<file path="config.mk">
export PLATFORM = sky130hd
export DESIGN_NAME = llc_snoop_responder
export DESIGN_NICKNAME = d
export VERILOG_FILES = /design/src/rtl/llc_snoop_responder_pkg.sv /design/src/rtl/llc_snoop_responder_snoop_action_decode.sv /design/src/rtl/llc_snoop_responder.sv
export SDC_FILE = /design/constraint.sdc
export NUM_CORES = 1
export LEC_CHECK = 0
export BUFFER_PORTS_ARGS = -buffer_cell sky130_fd_sc_hd__buf_2
export CAP_MARGIN = 20
export CORE_ASPECT_RATIO = 1.5
export CORE_MARGIN = 1.5
export CORE_UTILIZATION = 46
export DETAILED_ROUTE_END_ITERATION = 16
export PLACE_DENSITY = 0.8
export SYNTH_ARGS = -nofsm -noshare
export SYNTH_HDL_FRONTEND = slang
export SYNTH_SLANG_ARGS = --single-unit
</file>
<file path="constraint.sdc">
create_clock -name clk -period 2.32 [get_ports clk]
set_clock_uncertainty 0.05 [all_clocks]
set_input_delay 0.348 -clock clk [delete_from_list [all_inputs] [get_ports clk]]
set_output_delay 0.348 -clock clk [all_outputs]
set_load 0.03 [all_outputs]
</file>
<file path="src/rtl/llc_snoop_responder_pkg.sv">
`default_nettype none
// +----------------------------------------------------------------------+
// | llc_snoop_responder_pkg                                              |
// | Shared MESI, bus-message and L2->L1 types for the snoop responder.   |
// | Rev 1.0                                                              |
// +----------------------------------------------------------------------+
package llc_snoop_responder_pkg;

  typedef enum logic [1:0] {
    INVALID   = 2'b00,
    SHARED    = 2'b01,
    EXCLUSIVE = 2'b10,
    MODIFIED  = 2'b11
  } mesi_e;

  typedef enum logic [2:0] {
    READ       = 3'd1,
    WRITE      = 3'd2,
    INVALIDATE = 3'd3,
    RWIM       = 3'd4
  } bus_operation_e;

  // operation is kept as raw bits so undefined opcodes survive the trip
  typedef struct packed {
    logic [2:0]  operation;
    logic [31:0] address;
    logic [3:0]  cache_id;
  } bus_msg_st;

  typedef enum logic [1:0] {
    NOHIT = 2'd0,
    HIT   = 2'd1,
    HITM  = 2'd2
  } snoop_result_e;

  typedef enum logic [2:0] {
    L1_NONE        = 3'd0,
    GETLINE        = 3'd1,
    SENDLINE       = 3'd2,
    INVALIDATELINE = 3'd3,
    EVICTLINE      = 3'd4
  } l2_l1_msg_e;

  typedef enum logic [2:0] {
    S_IDLE    = 3'd0,
    S_LOOKUP  = 3'd1,
    S_WAIT    = 3'd2,
    S_RESPOND = 3'd3,
    S_L1_GET  = 3'd4,
    S_WB      = 3'd5,
    S_L1_INV  = 3'd6,
    S_UPDATE  = 3'd7
  } snp_state_e;

  localparam int C_DEFAULT_OFFSET_BITS = 6;

  function automatic logic [31:0] line_addr(input logic [31:0] addr,
                                            input int offset_bits = C_DEFAULT_OFFSET_BITS);
    logic [31:0] mask;
    mask = '1;
    mask = mask << offset_bits;
    return addr & mask;
  endfunction

endpackage

`default_nettype wire

</file>
<file path="src/rtl/llc_snoop_responder_snoop_action_decode.sv">
`default_nettype none
// +----------------------------------------------------------------------+
// | snoop_action_decode                                                  |
// | Maps {bus op, current MESI} to snoop result and follow-up actions.   |
// | Rev 1.0                                                              |
// +----------------------------------------------------------------------+
module snoop_action_decode
  import llc_snoop_responder_pkg::*;
(
  input  logic [2:0]    i_op,
  input  mesi_e         i_state,
  output snoop_result_e o_result,
  output logic          o_need_get,
  output logic          o_need_wb,
  output logic          o_need_inv,
  output logic          o_do_update,
  output mesi_e         o_next_state,
  output logic          o_err
);

  always_comb begin
    o_result     = NOHIT;
    o_need_get   = 1'b0;
    o_need_wb    = 1'b0;
    o_need_inv   = 1'b0;
    o_do_update  = 1'b0;
    o_next_state = i_state;
    o_err        = 1'b0;
    case (i_op)
      READ: begin
        case (i_state)
          MODIFIED: begin
            o_result     = HITM;
            o_need_get   = 1'b1;
            o_need_wb    = 1'b1;
            o_do_update  = 1'b1;
            o_next_state = SHARED;
          end
          EXCLUSIVE, SHARED: begin
            o_result     = HIT;
            o_do_update  = 1'b1;
            o_next_state = SHARED;
          end
          default: ;
        endcase
      end
      RWIM: begin
        case (i_state)
          MODIFIED: begin
            o_result     = HITM;
            o_need_get   = 1'b1;
            o_need_wb    = 1'b1;
            o_need_inv   = 1'b1;
            o_do_update  = 1'b1;
            o_next_state = INVALID;
          end
          EXCLUSIVE, SHARED: begin
            o_result     = HIT;
            o_need_inv   = 1'b1;
            o_do_update  = 1'b1;
            o_next_state = INVALID;
          end
          default: ;
        endcase
      end
      INVALIDATE: begin
        case (i_state)
          SHARED: begin
            o_result     = HIT;
            o_need_inv   = 1'b1;
            o_do_update  = 1'b1;
            o_next_state = INVALID;
          end
          // Another cache cannot legally invalidate a line we own exclusively
          EXCLUSIVE, MODIFIED: o_err = 1'b1;
          default: ;
        endcase
      end
      WRITE: ;
      default: o_err = 1'b1;
    endcase
  end

endmodule

`default_nettype wire

</file>
<file path="src/rtl/llc_snoop_responder.sv">
`default_nettype none
// +----------------------------------------------------------------------+
// | llc_snoop_responder                                                  |
// | Snoop-side responder: lookup, result, L1 messages, writeback, update.|
// | Rev 1.0                                                              |
// +----------------------------------------------------------------------+
module llc_snoop_responder
  import llc_snoop_responder_pkg::*;
#(
  parameter int         ADDR_W      = 32,
  parameter int         OFFSET_BITS = 6,
  parameter logic [3:0] OWN_ID      = 4'd0
) (
  input  logic              clk,
  input  logic              rst,
  input  logic              snp_valid,
  output logic              snp_ready,
  input  bus_msg_st         snp_msg,
  output logic              lk_req,
  output logic [ADDR_W-1:0] lk_addr,
  input  logic              lk_ack,
  input  mesi_e             lk_state,
  output logic              sr_valid,
  input  logic              sr_ready,
  output snoop_result_e     sr_result,
  output logic [ADDR_W-1:0] sr_addr,
  output logic              l1_valid,
  input  logic              l1_ready,
  output l2_l1_msg_e        l1_msg,
  output logic [ADDR_W-1:0] l1_addr,
  output logic              wb_valid,
  input  logic              wb_ready,
  output bus_msg_st         wb_msg,
  output logic              st_wr,
  output logic [ADDR_W-1:0] st_addr,
  output mesi_e             st_state,
  output logic              err_protocol,
  output logic              busy
);

  snp_state_e    r_state;
  logic [2:0]    r_op;
  logic [31:0]   r_addr;
  logic          r_get, r_wb, r_inv, r_upd;
  mesi_e         r_new_state;
  logic          r_snp_ready, r_busy, r_lk_req, r_sr_valid, r_l1_valid, r_wb_valid;
  logic          r_st_wr, r_err;
  snoop_result_e r_sr_result;
  l2_l1_msg_e    r_l1_msg;
  bus_msg_st     r_wb_msg;
  mesi_e         r_st_state;

  snoop_result_e w_dec_result;
  logic          w_dec_get, w_dec_wb, w_dec_inv, w_dec_upd, w_dec_err;
  mesi_e         w_dec_next;
  logic [31:0]   w_line;
  logic          w_accept, w_bypass, w_ack;
  snp_state_e    w_nxt, w_after_sr, w_after_get, w_after_wb, w_after_inv;

  snoop_action_decode u_decode (
    .i_op         (r_op),
    .i_state      (lk_state),
    .o_result     (w_dec_result),
    .o_need_get   (w_dec_get),
    .o_need_wb    (w_dec_wb),
    .o_need_inv   (w_dec_inv),
    .o_do_update  (w_dec_upd),
    .o_next_state (w_dec_next),
    .o_err        (w_dec_err)
  );

  assign w_line   = line_addr(r_addr, OFFSET_BITS);
  assign w_accept = snp_valid && r_snp_ready && (r_state == S_IDLE);
  // Own snoops and plain writes never touch our copy of the line
  assign w_bypass = (snp_msg.cache_id == OWN_ID) || (snp_msg.operation == WRITE);
  // Only WAIT listens to the lookup port, so an early ack is dropped
  assign w_ack    = (r_state == S_WAIT) && lk_ack;

  always_comb begin
    w_after_inv = r_upd ? S_UPDATE : S_IDLE;
    w_after_wb  = r_inv ? S_L1_INV : w_after_inv;
    w_after_get = r_wb  ? S_WB     : w_after_wb;
    w_after_sr  = r_get ? S_L1_GET : w_after_get;
    w_nxt       = r_state;
    case (r_state)
      S_IDLE:    if (w_accept) w_nxt = w_bypass ? S_RESPOND : S_LOOKUP;
      S_LOOKUP:  w_nxt = S_WAIT;
      S_WAIT:    if (lk_ack) w_nxt = S_RESPOND;
      S_RESPOND: if (sr_ready) w_nxt = w_after_sr;
      S_L1_GET:  if (l1_ready) w_nxt = w_after_get;
      S_WB:      if (wb_ready) w_nxt = w_after_wb;
      S_L1_INV:  if (l1_ready) w_nxt = w_after_inv;
      S_UPDATE:  w_nxt = S_IDLE;
      default:   w_nxt = S_IDLE;
    endcase
  end

  // Outputs are registered from the next state so each valid/strobe lines
  // up exactly with the state it belongs to.
  always_ff @(posedge clk) begin
    if (rst) begin
      r_state     <= S_IDLE;
      r_op        <= '0;
      r_addr      <= '0;
      r_get       <= 1'b0;
      r_wb        <= 1'b0;
      r_inv       <= 1'b0;
      r_upd       <= 1'b0;
      r_new_state <= INVALID;
      r_snp_ready <= 1'b1;
      r_busy      <= 1'b0;
      r_lk_req    <= 1'b0;
      r_sr_valid  <= 1'b0;
      r_l1_valid  <= 1'b0;
      r_wb_valid  <= 1'b0;
      r_st_wr     <= 1'b0;
      r_err       <= 1'b0;
      r_sr_result <= NOHIT;
      r_l1_msg    <= L1_NONE;
      r_wb_msg    <= '0;
      r_st_state  <= INVALID;
    end else begin
      r_state     <= w_nxt;
      r_snp_ready <= (w_nxt == S_IDLE);
      r_busy      <= (w_nxt != S_IDLE);
      r_lk_req    <= (w_nxt == S_LOOKUP);
      r_sr_valid  <= (w_nxt == S_RESPOND);
      r_l1_valid  <= (w_nxt == S_L1_GET) || (w_nxt == S_L1_INV);
      r_wb_valid  <= (w_nxt == S_WB);
      r_st_wr     <= (w_nxt == S_UPDATE);
      r_err       <= 1'b0;

      if (w_accept) begin
        r_op        <= snp_msg.operation;
        r_addr      <= snp_msg.address;
        r_get       <= 1'b0;
        r_wb        <= 1'b0;
        r_inv       <= 1'b0;
        r_upd       <= 1'b0;
        r_new_state <= INVALID;
        r_sr_result <= NOHIT;
      end

      if (w_ack) begin
        r_get       <= w_dec_get;
        r_wb        <= w_dec_wb;
        r_inv       <= w_dec_inv;
        r_upd       <= w_dec_upd;
        r_new_state <= w_dec_next;
        r_sr_result <= w_dec_result;
        r_err       <= w_dec_err;
      end

      if (w_nxt == S_L1_GET) begin
        r_l1_msg <= GETLINE;
      end else if (w_nxt == S_L1_INV) begin
        r_l1_msg <= INVALIDATELINE;
      end

      if (w_nxt == S_WB) begin
        r_wb_msg <= {WRITE, w_line, OWN_ID};
      end

      if (w_nxt == S_UPDATE) begin
        r_st_state <= r_new_state;
      end
    end
  end

  assign snp_ready    = r_snp_ready;
  assign busy         = r_busy;
  assign lk_req       = r_lk_req;
  assign lk_addr      = w_line[ADDR_W-1:0];
  assign sr_valid     = r_sr_valid;
  assign sr_result    = r_sr_result;
  assign sr_addr      = r_addr[ADDR_W-1:0];
  assign l1_valid     = r_l1_valid;
  assign l1_msg       = r_l1_msg;
  assign l1_addr      = w_line[ADDR_W-1:0];
  assign wb_valid     = r_wb_valid;
  assign wb_msg       = r_wb_msg;
  assign st_wr        = r_st_wr;
  assign st_addr      = w_line[ADDR_W-1:0];
  assign st_state     = r_st_state;
  assign err_protocol = r_err;

endmodule

`default_nettype wire

</file>
==> impl_summary.md, run 1 <==
Critical path
The number of cells traversed by the worst register-to-register path is 7. The required time at the worst-slack endpoint is 2.47 ns. Traced cell by cell, the critical path runs through and3b_1 > nand2_1 > o32a_1 > o211a_1 > or3b_2 > buf_12 > mux2i_1. Data on the critical path arrives at its endpoint at 2.29 ns. Among cell families on the critical path, the largest total delay comes from simple AND/OR/NAND/NOR gates.

STA classifies the critical path endpoint as a flip-flop. The end of the worst register-to-register path is wb_msg[22]$_SDFFE_PP0N_. The buffer and inverter count on the worst path is 1. On the critical path, the stage with the largest delay is an instance of sky130_fd_sc_hd__or3b_2. For flop-to-flop paths, the worst setup slack is 0.19 ns. The largest fanout of any net on the critical path is 27. The critical path ends at wb_msg[22]$_SDFFE_PP0N_.

The critical path start-end classification is flip-flop to flip-flop. In this run the critical register-to-register path is launched from r_state[1]$_SDFF_PP0_. The nature of the critical path startpoint is a flip-flop. Counting buffers and inverters, the worst setup path is 7 cells deep.

The origin of the worst setup path is r_state[1]$_SDFF_PP0_. The largest stage delay on the critical path is 0.48 ns.

Drt
Once detail routing completed, the nets flagged for antenna violations numbered 0. The vias after detailed routing is 3,608. The sum of routed wire length over all layers is 9.67 mm. The via-per-instance ratio is 4.80. The first routing iteration left 109 violations. After detailed routing, the average wire length per cell comes to 12.9 um. After detailed routing, the number of remaining DRC violations is 0. The number of detailed-routing iterations run before antenna repair is 4.

Die
The region available for standard cell placement spans 9310 sq um. 230 I/O pins were placed. Once the floorplan was initialized, standard cells occupied 47.4% of the core. The die covers 10,200 sq um. In this run the vertical extent of the chip is 123 um. The horizontal die dimension is 83.0 um. The number of rows in the core area is 43.

Logic synthesis
The share of the synthesized area in compound gates (AO/OA/AOI/OAI) is 10.4%. In the post-synthesis netlist, the biggest area contributors are sky130_fd_sc_hd__dfxtp_1, sky130_fd_sc_hd__buf_4, sky130_fd_sc_hd__nand2b_1. The area share of the leading cell type in the synthesized netlist is 38.1%. The largest family of logic cells by synthesized area is buffers and inverters. The biggest area contributor in the post-synthesis netlist is sky130_fd_sc_hd__dfxtp_1. Synthesis instantiated 46 different standard cells from the library.

The mux share of post-synthesis cell area is 6.35%. After Yosys synthesis, XOR and XNOR cells account for 0.198% of the synthesized area. The number of cells produced by synthesis is 519. The total of warnings raised by yosys is 0. After Yosys synthesis, full adders, half adders and majority gates account for 1.70% of the synthesized area.

The proportion of synthesized chip area in sequential cells is 38.1%. The synthesized netlist occupies a cell area of 4420 sq um. Summing the areas of all and, or, nand and nor instances in the mapped netlist gives 20.5% of the synthesized area.

The average instance in the mapped netlist occupies 8.51 sq um. The number of register bits inferred by synthesis is 84.

STA
The setup-violating endpoint count in the final report is 0. The worst path uses 92.0% of the clock period. The max-slew violation count is 0. The number of endpoints with negative hold slack in the final report is 0. Setup total negative slack on the finished layout was measured at 0 ns. Timing would allow up to 0.469 GHz. The slew at the pin with the worst max-slew slack is 0.697 ns. Setup repair after global routing left no endpoint under its margin. The clock period could shrink to 2.13 ns. The tightest slew margin relative to the limit is 53.5%.

Clock network
The clock reaches the later pin of the worst-skew pair after 0.33 ns. The clock transition at the register clock pins on the worst setup and hold paths after CTS is 0.06 ns. The number of buffers added to fix hold violations after cts is 0. TritonCTS built the clock tree. Once the clock tree was built, the resizer swapped 0 gates to a different size. The clock passes through at most 2 buffers. The library cell used as clock root buffer is sky130_fd_sc_hd__clkbuf_16.

In this run, CTS created clock tree buffers numbering 9. The number of clock sinks is 84. The post-CTS setup repair buffer count is 0.

The H-tree was split into 3 levels.

Place
Once placement completed, the tool counted placed cells totaling 735. The post-DP HPWL is 7.11 mm. The congestion estimate from routability-driven global placement came to 0.833. During placement, the flow inserted port buffers numbering 198.

Worst hold path
The path category of the worst min-delay check is input pin to flip-flop.

Power
IR analysis of the VDD net gives a maximum drop of 0.636 mV. The combinational share of power is 26.7%. The analysis attributes to net switching a power of 1450 uW.

Of the total power, registers draw 39.2%. Dividing total power by cell area gives a power density of 812 nW/um^2. The portion of total power attributed to the clock network is 34.1%.

The internal power of the cells totals 2700 uW. In this run switching power makes up 35.0% of total power. The static leakage power is 0.00270 uW.

Status
The flow ran to the end, and the final reports show no timing, DRC or antenna violations.

Global route
The final global-route overflow total is 0. The largest net degree at the start of global routing is 42. The initial antenna violation count is 1. For this run, the total global-route usage over all layers was measured as 18.0%.

The via count of the first global-routing pass came to 3,198. The first global-routing pass estimated 14.8 mm of wire.

Flow run
The tool flagged a number of max-cap violations equal to 0.

Layout
For this run, the number of standard cells in the final layout without fillers is 752. At the end of the flow, the number of nets in the layout was 688. Of the cells placed in the final design, the portion with a size suffix greater than 1 is 37.4%. Compared with the post-synthesis result, the final layout area differs by 15.8%.
[flip-flops by register name (all words and copies together) (netlist names), 2 cells and up]
signal and flops:
sr_result 2, r_op 3, l1_msg 2, r_new_state 2, sr_addr 32, st_state 2, wb_msg 27, r_state 3
[stage by stage]
step / total power (uW) / cell area [sq um] / util [%] / hold slack [ns] / setup WS [ns]
after floorplan: 2640 / 4530 / - / 0.398 / 0.328
after global routing: 4340 / 5110 / 54.9 / 0.200 / 0.123
after detailed placement: 2760 / 4800 / 51.6 / 0.398 / 0.146
after CTS: 4190 / 5100 / 54.8 / 0.190 / 0.105
final: 4150 / 5110 / 55.0 / 0.201 / 0.186
after global placement: 2740 / 4800 / 51.6 / 0.392 / 0.240
[cell usage in the layout, fill, tap and decap left out, drive strengths merged, types with 2 or more instances in the layout]
master,synthesis,final
o21ai,6,6
nor3,2,2
a21oi,46,46
buf,116,210
nand3,3,3
conb,1,31
a22oi,3,3
and2,4,4
dfxtp,84,84
nor2,21,21
clkinvlp,0,2
clkbuf,20,10
mux2i,28,28
clkinv,0,3
or3,2,2
o22ai,2,2
a211oi,5,5
nand2,79,79
ha,6,6
and3,4,4
nand2b,62,62
inv,7,7
[worst min-delay path by stage]
stage,slack [ns],depth (start not counted),startpoint,to
floorplan,0.40,2,r_new_state[1]$_SDFFE_PP0P_,st_state[1]$_SDFFE_PP0N_
detailed placement,0.40,2,sr_addr[0]$_SDFFE_PP0P_,sr_addr[0]$_SDFFE_PP0P_
global placement,0.39,2,sr_addr[5]$_SDFFE_PP0P_,sr_addr[5]$_SDFFE_PP0P_
global route,0.20,3,snp_msg[25],sr_addr[21]$_SDFFE_PP0P_
CTS,0.19,3,snp_msg[21],sr_addr[17]$_SDFFE_PP0P_
finish,0.20,3,snp_msg[10],sr_addr[6]$_SDFFE_PP0P_
[final cells by class]
cell class                      instances  area [sq um]
Multi-Input combinational cell        322          1850
Inverter                                7          26.3
Fill cell                             856          4190
Antenna cell                            1          2.50
Clock inverter                          6          63.8
Tap cell                              112           140
Clock buffer                           10           239
Timing Repair Buffer                  210          1110
Sequential cell                        84          1690
[worst register-to-register path, stage by stage (launching register included)]
cell	delay (ns)
sky130_fd_sc_hd__dfxtp_2	0.44
sky130_fd_sc_hd__and3b_1	0.24
sky130_fd_sc_hd__nand2_1	0.10
sky130_fd_sc_hd__o32a_1	0.16
sky130_fd_sc_hd__o211a_1	0.18
sky130_fd_sc_hd__or3b_2	0.48
sky130_fd_sc_hd__buf_12	0.19
sky130_fd_sc_hd__mux2i_1	0.17
[synth_stat cells (all sizes together)]
cell type  number
nor2b           1
xnor2           1
nand2          79
o21ai           6
o221ai          1
o22ai           2
ha              6
a21boi          1
and2            4
a211oi          5
inv             7
or2             1
nor4            1
a21oi          46
nand3b          1
and3b           1
a22oi           3
and3            4
a211o           1
or3             2
o32a            1
a31oi           1
o211ai          1
conb            1
a221o           1
o211a           1
a221oi          1
nor3            2
nand2b         62
dfxtp          84
nand3           3
clkbuf         20
nor2           21
mux2i          28
a32oi           1
buf           116
o31ai           1
or3b            1
[kinds of logic (layout without fill, tap and decap cells)]
kind of cell | Yosys count | count (layout)
mux | 28 | 28
other cells | 1 | 32
simple gates | 183 | 183
compound gates | 73 | 73
xor+xnor | 1 | 1
flops | 84 | 84
buf+inv | 143 | 233
fa+ha+maj | 6 | 6
[layer usage]
metal | share of wire, % | track usage [%] | routed length (um)
met3 | 6.5 | 4.47 | 628
met5 | 0 | 0 | 0
met4 | 2.8 | 9.06 | 269
met1 | 38 | 18.7 | 3710
met2 | 52 | 33.5 | 5060
[power by group through the flow]
stage	Clock [uW]	Sequential [uW]	Combinational (uW)
after floorplan	0	1770	872
after global placement	0	1650	1090
after detailed placement	0	1660	1110
after CTS	1450	1620	1110
after global routing	1510	1640	1180
final	1420	1630	1110
(Power assumes the default switching activity.)
==> inputs of run 2 (changes only) <==
--- a/config.mk
+++ b/config.mk
@@ -5,13 +5,14 @@
 export SDC_FILE = /design/constraint.sdc
 export NUM_CORES = 1
 export LEC_CHECK = 0
+export ABC_AREA = 1
 export BUFFER_PORTS_ARGS = -buffer_cell sky130_fd_sc_hd__buf_2
 export CAP_MARGIN = 20
 export CORE_ASPECT_RATIO = 1.5
 export CORE_MARGIN = 1.5
-export CORE_UTILIZATION = 46
+export CORE_UTILIZATION = 45
 export DETAILED_ROUTE_END_ITERATION = 16
-export PLACE_DENSITY = 0.8
+export PLACE_DENSITY = 0.79
 export SYNTH_ARGS = -nofsm -noshare
 export SYNTH_HDL_FRONTEND = slang
 export SYNTH_SLANG_ARGS = --single-unit
==> run 2 against run 1 <==
Wire length down 0.12%. Setup slack better by 0.31 ns. Final area down 2.8%. Count of clock-buffer cells in the layout up 1. Register-to-register slack better by 0.31 ns. Worst hold slack better by 0.0049 ns. Highest routed layer unchanged. Combinational power up 13%. Utilization down 1.2 points. Final cell count up 11%. First-iteration DRC count down 11%.
==> impl_summary.md, run 2 <==
Global route
Across every metal layer, demand over resource in global routing totals 18.2%. The largest net degree at the start of global routing is 55. The first-pass GRT wire length is 14.8 mm. The initial antenna violation count is 0.

The via count of the first global-routing pass came to 3,211. After global routing the overflow that remains totals 0.

Clock network
The post-cts sizing count is 0. The clock tree synthesis step divided the H-tree into 3 levels. In this run, CTS created clock tree buffers numbering 9. The TritonCTS clock tree is done. Clock-pin slew was measured on the worst setup and hold paths at 0.06 ns.

The maximum clock path buffer count is 2. CTS placed an instance of sky130_fd_sc_hd__clkbuf_16 at the clock tree root. The number of clock sinks is 84.

The number of buffers added to fix hold violations after cts is 0. The post-CTS setup repair buffer count is 0. The source-to-sink clock delay at the later pin of the worst-skew pair is 0.33 ns.

Drt
The count of antenna-violating nets left after detailed routing is 0. The number of remaining DRC errors is 0. The violation count after the first detailed-routing iteration is 97.

The sum of routed wire length over all layers is 9.66 mm. The mean routed wirelength per cell is 11.6 um. The via-per-instance ratio is 4.46. For this run, the detailed router's first-pass iteration total came to 5. The routed layout has 3,725 vias.

STA
For the pin with the worst max-slew slack, the measured transition is 0.508 ns. Adding up every negative setup slack in the final design gives 0 ns. Dividing the final minimum period by the clock period gives 78.6%. The tightest slew margin relative to the limit is 66.1%.

The minimum clock period is 1.82 ns. On the final layout, the worst hold slack is 0.206 ns. Setup violations remaining at the end of the flow were counted as 0. Setup repair after global routing left no endpoint under its margin.

The number of endpoints with negative hold slack in the final report is 0. Derived from the worst setup path, the maximum achievable clock frequency is 0.548 GHz. The max-slew violation count is 0.

Die
The y dimension of the die is 123 um. The initial core utilization is 46.5%. The floorplan step defined a die boundary enclosing 10,200 sq um. In this run the standard cell core region covers 9250 sq um. 230 I/O pins were placed. The initialized floorplan defines 43 standard-cell rows. The floorplan step set the die width to 82.9 um.

Layout
After filler insertion, the fill cell instance count of the layout stands at 928. The repair_antennas step left the layout with diodes totalling 0. The area growth from synthesis to layout is 15.5%. The number of flip-flops in the largest register is 32. In the final layout, flip-flops and latches occupy 1680 sq um.

The post-route netlist has 31.8% of its cells at a drive strength greater than 1. At the end of the flow the core is filled with cells to 53.7%. The most common cell after layout, fill and taps aside is sky130_fd_sc_hd__buf_2. The net count of the finished layout is 773. The library cells used most frequently in the layout, excluding fill and tap cells, are sky130_fd_sc_hd__buf_2, sky130_fd_sc_hd__nand2_1, sky130_fd_sc_hd__dfxtp_1. The multi-input combinational cell area is 1590 sq um.

Logic synthesis
The most common cell in the synthesized netlist is sky130_fd_sc_hd__nand2_1. Counting instances in the post-synthesis netlist gives the leading cell types as sky130_fd_sc_hd__nand2_1, sky130_fd_sc_hd__buf_4, sky130_fd_sc_hd__dfxtp_1. Counting flops with an async set or reset pin after synthesis yields a share of 0%. In the synthesized netlist the dominant register cell turns out to be sky130_fd_sc_hd__dfxtp_1. By area the synthesized netlist is led by sky130_fd_sc_hd__dfxtp_1, sky130_fd_sc_hd__buf_4, sky130_fd_sc_hd__nand2_1. The synthesized area per cell is 7.14 sq um. The dominant cell type by area after synthesis is sky130_fd_sc_hd__dfxtp_1. The synthesized design contains 0 enable-type register cells. The share of synthesized area in the top cell type comes to 39.1%.

The proportion of synthesized chip area in sequential cells is 39.1%. The number of register bits inferred by synthesis is 84. The number of cells produced by synthesis is 603. The number of library cell types mapped by synthesis is 30. The cell area after synthesis is 4310 sq um. The total of warnings raised by yosys is 0.

Status
The run finished with clean final reports.

Critical path
For the worst setup path, the data arrival time is 1.99 ns. The sort of element at the end of the critical path is a flip-flop. In this run the worst path has a maximum fanout of 54. The start of the worst register-to-register path is r_state[1]$_SDFF_PP0_. The number of cells traversed by the worst register-to-register path is 12. The required time at the worst-slack endpoint is 2.49 ns. The critical path in this run is classified as flip-flop to flip-flop. The worst register-to-register path ends at wb_msg[18]$_SDFFE_PP0N_. The nature of the critical path startpoint is a flip-flop. The reg2reg setup slack is 0.50 ns.

Worst hold path
The terminating pin of the worst hold path is sr_addr[9]$_SDFFE_PP0P_. The count of cells along the worst hold path is 3. The path category of the worst min-delay check is input pin to flip-flop. The startpoint identified for the worst hold timing path is snp_msg[13].

Place
At the end of routability-driven placement, the weighted congestion stood at 0.904. The post-DP HPWL is 7.09 mm. The number of buffers added on ports is 198.

Power
Combinational logic burns 29.2% of the power. The sequential fraction of design power is 38.5%. For this design the ratio of total power to cell area is 863 nW/um^2. The maximum vdd drop is 0.519 mV. The internal power component is 2680 uW. The total chip power is 4290 uW. The static leakage power is 0.00291 uW. Net switching is 37.4% of the power. In this run, the clock network consumes 32.3% of the power. For this design the total switching power over the nets is 1610 uW.

Flow run
The tool flagged a number of max-cap violations equal to 0.
## run 2: power by group through the flow
stage / clock (uW) / sequential [uW] / combinational, uW
after floorplan: 0 / 1830 / 989
after global placement: 0 / 1680 / 1260
after detailed placement: 0 / 1680 / 1260
after CTS: 1430 / 1650 / 1260
after global routing: 1490 / 1670 / 1350
final: 1390 / 1650 / 1250
## run 2: worst max path at each step
stage / startpoint / slack, ns / end / depth (start not counted)
2_1_floorplan: r_state[1]$_SDFF_PP0_ / 0.74 / wb_msg[28]$_SDFFE_PP0N_ / 10
3_3_place_gp: r_state[1]$_SDFF_PP0_ / 0.56 / wb_msg[13]$_SDFFE_PP0N_ / 11
3_5_place_dp: r_state[1]$_SDFF_PP0_ / 0.53 / wb_msg[18]$_SDFFE_PP0N_ / 12
4_1_cts: r_state[1]$_SDFF_PP0_ / 0.51 / wb_msg[13]$_SDFFE_PP0N_ / 12
5_1_grt: r_state[1]$_SDFF_PP0_ / 0.37 / wb_msg[18]$_SDFFE_PP0N_ / 12
6_report: r_state[1]$_SDFF_PP0_ / 0.50 / wb_msg[18]$_SDFFE_PP0N_ / 12
## run 2: cell families (layout without fill, tap and decap cells)
logic type	after synthesis	in the layout	synth area share (%)
compound gates	62	62	7.61
fa+ha+maj	6	6	1.74
buf+inv	189	280	26.7
flops	84	84	39.1
other cells	1	31	0.0871
simple gates	261	261	24.8
## run 2: critical path, cell delays in order, from the launching register on
cell	delay, ns
sky130_fd_sc_hd__dfxtp_1	0.37
sky130_fd_sc_hd__inv_2	0.08
sky130_fd_sc_hd__nand2_2	0.08
sky130_fd_sc_hd__nor2_1	0.07
sky130_fd_sc_hd__nand2_1	0.08
sky130_fd_sc_hd__nand2_1	0.05
sky130_fd_sc_hd__nor2_1	0.20
sky130_fd_sc_hd__nand3_4	0.16
sky130_fd_sc_hd__nand4_4	0.13
sky130_fd_sc_hd__buf_12	0.23
sky130_fd_sc_hd__nand2_1	0.08
sky130_fd_sc_hd__nand2_1	0.07
sky130_fd_sc_hd__nor2_1	0.04
## run 2: routing by layer
layer | track usage (%) | part of all wire [%] | up-vias
li1 | - | - | 1940
met1 | 19.8 | 40 | 1628
met2 | 33.7 | 52 | 141
met3 | 4.44 | 5.8 | 16
met4 | 7.60 | 1.8 | 0
met5 | 0 | 0 | -
## run 2: cell type report
cell class / instances / share of cell area [%]
clock buffer: 11 / 4.68
clock inverter: 5 / 1.06
inverter: 59 / 4.46
multi-input combinational: 360 / 31.9
sequential: 84 / 33.8
tap: 112 / 2.82
timing repair buffer: 205 / 21.2
## run 2: through the flow
| stage | instance area, sq um | setup slack, ns | cells |
|---|---|---|---|
| after global routing | 4970 | 0.367 | 836 |
| after floorplan | 4420 | 0.743 | 633 |
| after global placement | 4690 | 0.555 | 820 |
| after detailed placement | 4690 | 0.528 | 820 |
| final | 4970 | 0.497 | 836 |
| after CTS | 4970 | 0.510 | 836 |
